===== src/rtl/disp_scan_ctrl.sv =====
// ============================================================================
// Module      : disp_scan_ctrl
// Description : Eight-digit multiplexed display scan controller with
//               per-slot blanking, blink, and frame-coherent update handshake.
// Revision    : 1.0 - initial release
// ============================================================================
`default_nettype none
`timescale 1ns/1ps

module disp_scan_ctrl #(
    parameter int SCAN_DIV     = 50000,
    parameter int BLANK_CYC    = 500,
    parameter int BLINK_FRAMES = 32
) (
    input  logic        clk,
    input  logic        rst_n,
    input  logic        upd_valid,
    output logic        upd_ready,
    input  logic [31:0] upd_hexs,
    input  logic [7:0]  upd_point,
    input  logic [7:0]  upd_les,
    output logic [2:0]  Scan,
    output logic [31:0] Hexs,
    output logic [7:0]  point,
    output logic [7:0]  LES,
    output logic        blank,
    output logic        blink_phase,
    output logic        frame_done
);

    localparam int DIV_W = $clog2(SCAN_DIV);
    localparam int FRM_W = (BLINK_FRAMES > 1) ? $clog2(BLINK_FRAMES) : 1;

    localparam logic [DIV_W-1:0] c_div_max   = DIV_W'(SCAN_DIV - 1);
    localparam logic [DIV_W-1:0] c_blank_cyc = DIV_W'(BLANK_CYC);
    localparam logic [FRM_W-1:0] c_frm_max   = FRM_W'(BLINK_FRAMES - 1);
    localparam logic             c_has_blank = (BLANK_CYC != 0);

    typedef enum logic [0:0] {
        ST_BLANK = 1'b0,
        ST_SHOW  = 1'b1
    } state_t;

    localparam state_t c_st_rst = (BLANK_CYC == 0) ? ST_SHOW : ST_BLANK;

    state_t             r_state;
    state_t             w_state_nxt;

    logic [DIV_W-1:0]   r_div_cnt;
    logic [2:0]         r_scan;
    logic [FRM_W-1:0]   r_frm_cnt;
    logic               r_blink;
    logic               r_frame_done;
    logic               r_blank;
    logic [31:0]        r_hexs;
    logic [7:0]         r_point;
    logic [7:0]         r_les;
    logic               r_pend_valid;
    logic [31:0]        r_pend_hexs;
    logic [7:0]         r_pend_point;
    logic [7:0]         r_pend_les;
    logic               r_commit;

    logic               w_slot_wrap;
    logic               w_frame_wrap;
    logic [DIV_W-1:0]   w_div_nxt;
    logic [2:0]         w_scan_nxt;
    logic               w_blink_nxt;
    logic               w_commit;
    logic [7:0]         w_les_nxt;
    logic               w_capture;
    logic               w_blank_nxt;

    assign w_slot_wrap  = (r_div_cnt == c_div_max);
    assign w_frame_wrap = w_slot_wrap && (r_scan == 3'd7);
    assign w_div_nxt    = w_slot_wrap ? '0 : r_div_cnt + 1'b1;
    assign w_scan_nxt   = w_slot_wrap ? r_scan + 3'd1 : r_scan;
    assign w_blink_nxt  = (w_frame_wrap && (r_frm_cnt == c_frm_max)) ? ~r_blink : r_blink;
    assign w_commit     = w_frame_wrap && r_pend_valid;
    assign w_les_nxt    = w_commit ? r_pend_les : r_les;
    assign w_capture    = upd_valid && !r_pend_valid;

    // The committed snapshot lands on the same edge as the frame wrap, so
    // blank is computed from the values that will be live next cycle.
    always_comb begin
        w_state_nxt = r_state;
        w_blank_nxt = 1'b1;
        case (r_state)
            ST_BLANK: if (w_div_nxt == c_blank_cyc) w_state_nxt = ST_SHOW;
            ST_SHOW:  if (w_slot_wrap && c_has_blank) w_state_nxt = ST_BLANK;
            default:  w_state_nxt = c_st_rst;
        endcase
        w_blank_nxt = (w_state_nxt == ST_BLANK) || (w_blink_nxt && w_les_nxt[w_scan_nxt]);
    end

    always_ff @(posedge clk or negedge rst_n) begin
        if (!rst_n) begin
            r_state <= c_st_rst;
        end else begin
            r_state <= w_state_nxt;
        end
    end

    always_ff @(posedge clk or negedge rst_n) begin
        if (!rst_n) begin
            r_div_cnt    <= '0;
            r_scan       <= 3'd0;
            r_frm_cnt    <= '0;
            r_blink      <= 1'b0;
            r_frame_done <= 1'b0;
            r_blank      <= 1'b1;
            r_hexs       <= 32'h0;
            r_point      <= 8'hFF;
            r_les        <= 8'h00;
            r_commit     <= 1'b0;
        end else begin
            r_div_cnt    <= w_div_nxt;
            r_scan       <= w_scan_nxt;
            r_blink      <= w_blink_nxt;
            r_frame_done <= w_frame_wrap;
            r_blank      <= w_blank_nxt;
            r_commit     <= w_commit;
            if (w_frame_wrap) begin
                r_frm_cnt <= (r_frm_cnt == c_frm_max) ? '0 : r_frm_cnt + 1'b1;
            end
            if (w_commit) begin
                r_hexs  <= r_pend_hexs;
                r_point <= r_pend_point;
                r_les   <= r_pend_les;
            end
        end
    end

    // The buffer stays full through the frame_done cycle after a commit,
    // so a requester can only refill it once the new frame is underway.
    always_ff @(posedge clk or negedge rst_n) begin
        if (!rst_n) begin
            r_pend_valid <= 1'b0;
            r_pend_hexs  <= 32'h0;
            r_pend_point <= 8'h00;
            r_pend_les   <= 8'h00;
        end else if (w_capture) begin
            r_pend_valid <= 1'b1;
            r_pend_hexs  <= upd_hexs;
            r_pend_point <= upd_point;
            r_pend_les   <= upd_les;
        end else if (r_commit) begin
            r_pend_valid <= 1'b0;
        end
    end

    assign upd_ready   = !r_pend_valid;
    assign Scan        = r_scan;
    assign Hexs        = r_hexs;
    assign point       = r_point;
    assign LES         = r_les;
    assign blank       = r_blank;
    assign blink_phase = r_blink;
    assign frame_done  = r_frame_done;

endmodule

`default_nettype wire


===== config.mk =====
export PLATFORM = sky130hd
export DESIGN_NAME = disp_scan_ctrl
export DESIGN_NICKNAME = d
export VERILOG_FILES = /design/src/rtl/disp_scan_ctrl.sv
export SDC_FILE = /design/constraint.sdc
export NUM_CORES = 1
export LEC_CHECK = 0
export BUFFER_PORTS_ARGS = -buffer_cell sky130_fd_sc_hd__buf_4
export CORE_MARGIN = 3
export CORE_UTILIZATION = 55
export DETAILED_ROUTE_END_ITERATION = 8
export PLACE_DENSITY = 0.79
export SLEW_MARGIN = 40
export SYNTH_ARGS = -nofsm -noshare
export SYNTH_HDL_FRONTEND = slang
export SYNTH_SLANG_ARGS = --single-unit

===== constraint.sdc =====
create_clock -name clk -period 4.4 [get_ports clk]
set_input_delay 0.22 -clock clk [delete_from_list [all_inputs] [get_ports clk]]
set_output_delay 0.22 -clock clk [all_outputs]
set_load 0.1 [all_outputs]

==> metrics.cfg <==
[outcome]
status = completed

[sta]
finalHoldViolCount = 0
tns_ns = 0
fin_crit_sh = 0.6522
relSlewSlack = 0.4824
setup_viol = 0
fin_skew_ns = 0.01120
period_needed_ns = 2.870
fmax_ghz = 0.3485
tightest_slew_ns = 0.7747
rsz0062_at_grt = false
final_max_slew_viol_count = 0
whs_ns = 0.2440

[pwr]
power_w = 0.002626
p_per_area_mw_per_mm2 = 369.5
p_leak_nw = 3.550
peakVddDrop_uv = 230.2

[critical_path]
cp.required_ns = 4.80
crit_slowest_cell = or4_4
path_buf_inv = 2
critical_path.max_stage_delay_ns = 0.55
reg2reg_from = r_div_cnt[5]$_DFF_PN0_
crit_fanout = 20
critical_path.cell_chain = or4_4 > nor4_4 > buf_4 > nor2b_4 > buf_4 > mux2_2
cp_common_cell = buf_4
cp-end-kind = register
crit_start = r_div_cnt[5]$_DFF_PN0_
crit_arrival_ns = 3.27
cp_top_family = simple AND/OR/NAND/NOR gates
timing_worst_setup_path_type = register to register
worstSetupStartpointType = register

[global_routing]
grtUsageMet1 = 0.3004
grt_overflow = 0
grt_first_pass_wirelength_um = 19210
busiest_layer = met2
grt_util_met2 = 0.4154
antenna_found_initial = 0
met3_usage = 0.06969
grt_pass1_vias = 3757
grt_max_degree = 65
grt_use_total = 0.2444

[layout]
layout.nets = 574
n_antenna_cell = 0
area_growth_pct = 37.59
fin_cells = 639
drive_above_1_share = 0.4915

[job]
cap_violations = 0

[routing]
drtIter0Drc = 128
ant_nets = 0
routedWlPerCell_um = 18.45
via_per_inst = 5.435
postRouteWirelength_um = 11790
dr.pass1.iters = 4
vias = 3473
route.detailed.drc = 0

[clock_tree]
tritoncts = done
clk_latency_ns = 0.52
cts_root_buf = clkbuf_8
clkSlewWorstSetupHoldPaths_ns = 0.06
clockBufferDepth = 2
postCtsSetupBuffers = 0
h-tree-depth = 4
numCtsBuffers = 17
cts.sinks = 126

[floorplan]
coreArea_mm2 = 0.008934
initial_utilization = 0.5783
dieArea_mm2 = 0.01059
die_w_um = 102.9
rows = 34
ios = 106
die_y_um = 102.9

[logic_synthesis]
synth_area_mm2 = 0.005166
syn_area_per_cell_um2 = 14.59
synthTopCellsByCount = 117 x dfrtp_1, 99 x mux2_2, 11 x nor2_1
yosysUniqueCellTypes = 45
yosys.area.top_type = dfrtp_1
ys_top_cells_by_area = dfrtp_1 57%, mux2_2 22%, dfstp_2 4.6%, xor2_1 1.7%, mux2i_1 1.4%
yosysMostFrequentCell = dfrtp_1
yosys_register_bits = 126
ys.flop_type = dfrtp_1
synthesis.nets = 410
synthArstFlopShare = 1.000
syn-instance-count = 354
synth_top_area_share = 0.5667
synth_edf_count = 0
ys_warn_count = 0
ys_seq_area_frac = 0.6125

[place]
place_hpwl_um = 7052
dp_cells = 558
io_buffer_count = 105
place_congestion = 0.8714

[min_path]
min_path_type = input pin to async pin

what timing repair did:
action	CTS	global route
endpoints found under the hold margin	104	0
hold buffers	49	0
resized for setup	0	0
kinds of logic after synthesis:
kind of cell,count (synthesis),share of synthesized area
and+or+nand+nor,57,0.06685
buffers and inverters,21,0.02325
adders and majority gates,5,0.01211
DFF,126,0.6125
AOI/OAI and AO/OA,23,0.02882
xor gates and xnor gates,16,0.02712
muxes,106,0.2294
layout make-up:
class                           count  area [um2]
Clock inverter                     14       133.9
Inverter                            6       22.52
Multi-Input combinational cell    207        1897
Fill cell                         466        1826
Sequential cell                   126        3164
Clock buffer                       18       427.9
Tap cell                          108       135.1
Timing Repair Buffer              160        1328
where the power goes:
group | switching [W] | total (W) | internal, W
Sequential | 0.0000129 | 0.00119 | 0.00118
Clock | 0.000543 | 0.00131 | 0.000771
Combinational | 0.0000430 | 0.000118 | 0.0000745
Total | 0.000599 | 0.00263 | 0.00203
through the flow:
step	util	setup slack, ns	cell area (um2)
after detailed placement	0.6775	1.537	6052
after global routing	0.7957	1.344	7108
after floorplan	-	1.835	5166
after CTS	0.7952	1.516	7104
final	0.7957	1.530	7108
after global placement	0.6775	1.611	6052
path summary, 6_finish.rpt:
| kind | to | slack [ns] | depth (start not counted) |
|---|---|---|---|
| max | Hexs[15]$_DFFE_PN0N_ | 1.53 | 6 |
| min | r_div_cnt[12]$_DFF_PN0_ | 0.24 | 2 |
| max reg2reg | Hexs[15]$_DFFE_PN0N_ | 1.53 | 6 |
| min reg2reg | r_pend_valid$_DFFE_PN0P_ | 0.43 | 1 |
| max in group asynchronous | point[3]$_DFFE_PN1N_ | 3.26 | 3 |
| min in group clk | r_pend_les[4]$_DFFE_PN0P_ | 0.33 | 3 |
layer usage:
layer  up-vias  routed length [um]
li1       1597                   -
met1      1743                4788
met2       114                6228
met3        19                 590
met4         0                 184
met5         -                   0
sequential cells by signal, summed over array words and instances, names as in the netlist:
register	cells
r_pend_point	8
Scan	3
r_pend_les	8
frame_done	1
blank	1
point	8
r_pend_hexs	32
r_frm_cnt	5
r_pend_valid	1
Hexs	32
LES	8
r_commit	1
r_state	1
blink_phase	1
r_div_cnt	16
cell usage in the layout, fill, tap and decap left out, types with 6 or more instances in the layout:
cell,netlist,layout
clkbuf_16,0,16
xor2_1,10,10
nand2_1,9,9
dlygate4sd3_1,0,49
dfstp_2,9,9
nand3_1,6,6
mux2i_1,7,7
nor2_1,11,11
o21ai_0,6,6
xnor2_1,6,6
dfrtp_1,117,117
buf_4,2,110
mux2_2,99,99
No activity file was read; power rests on OpenSTA's default activity.
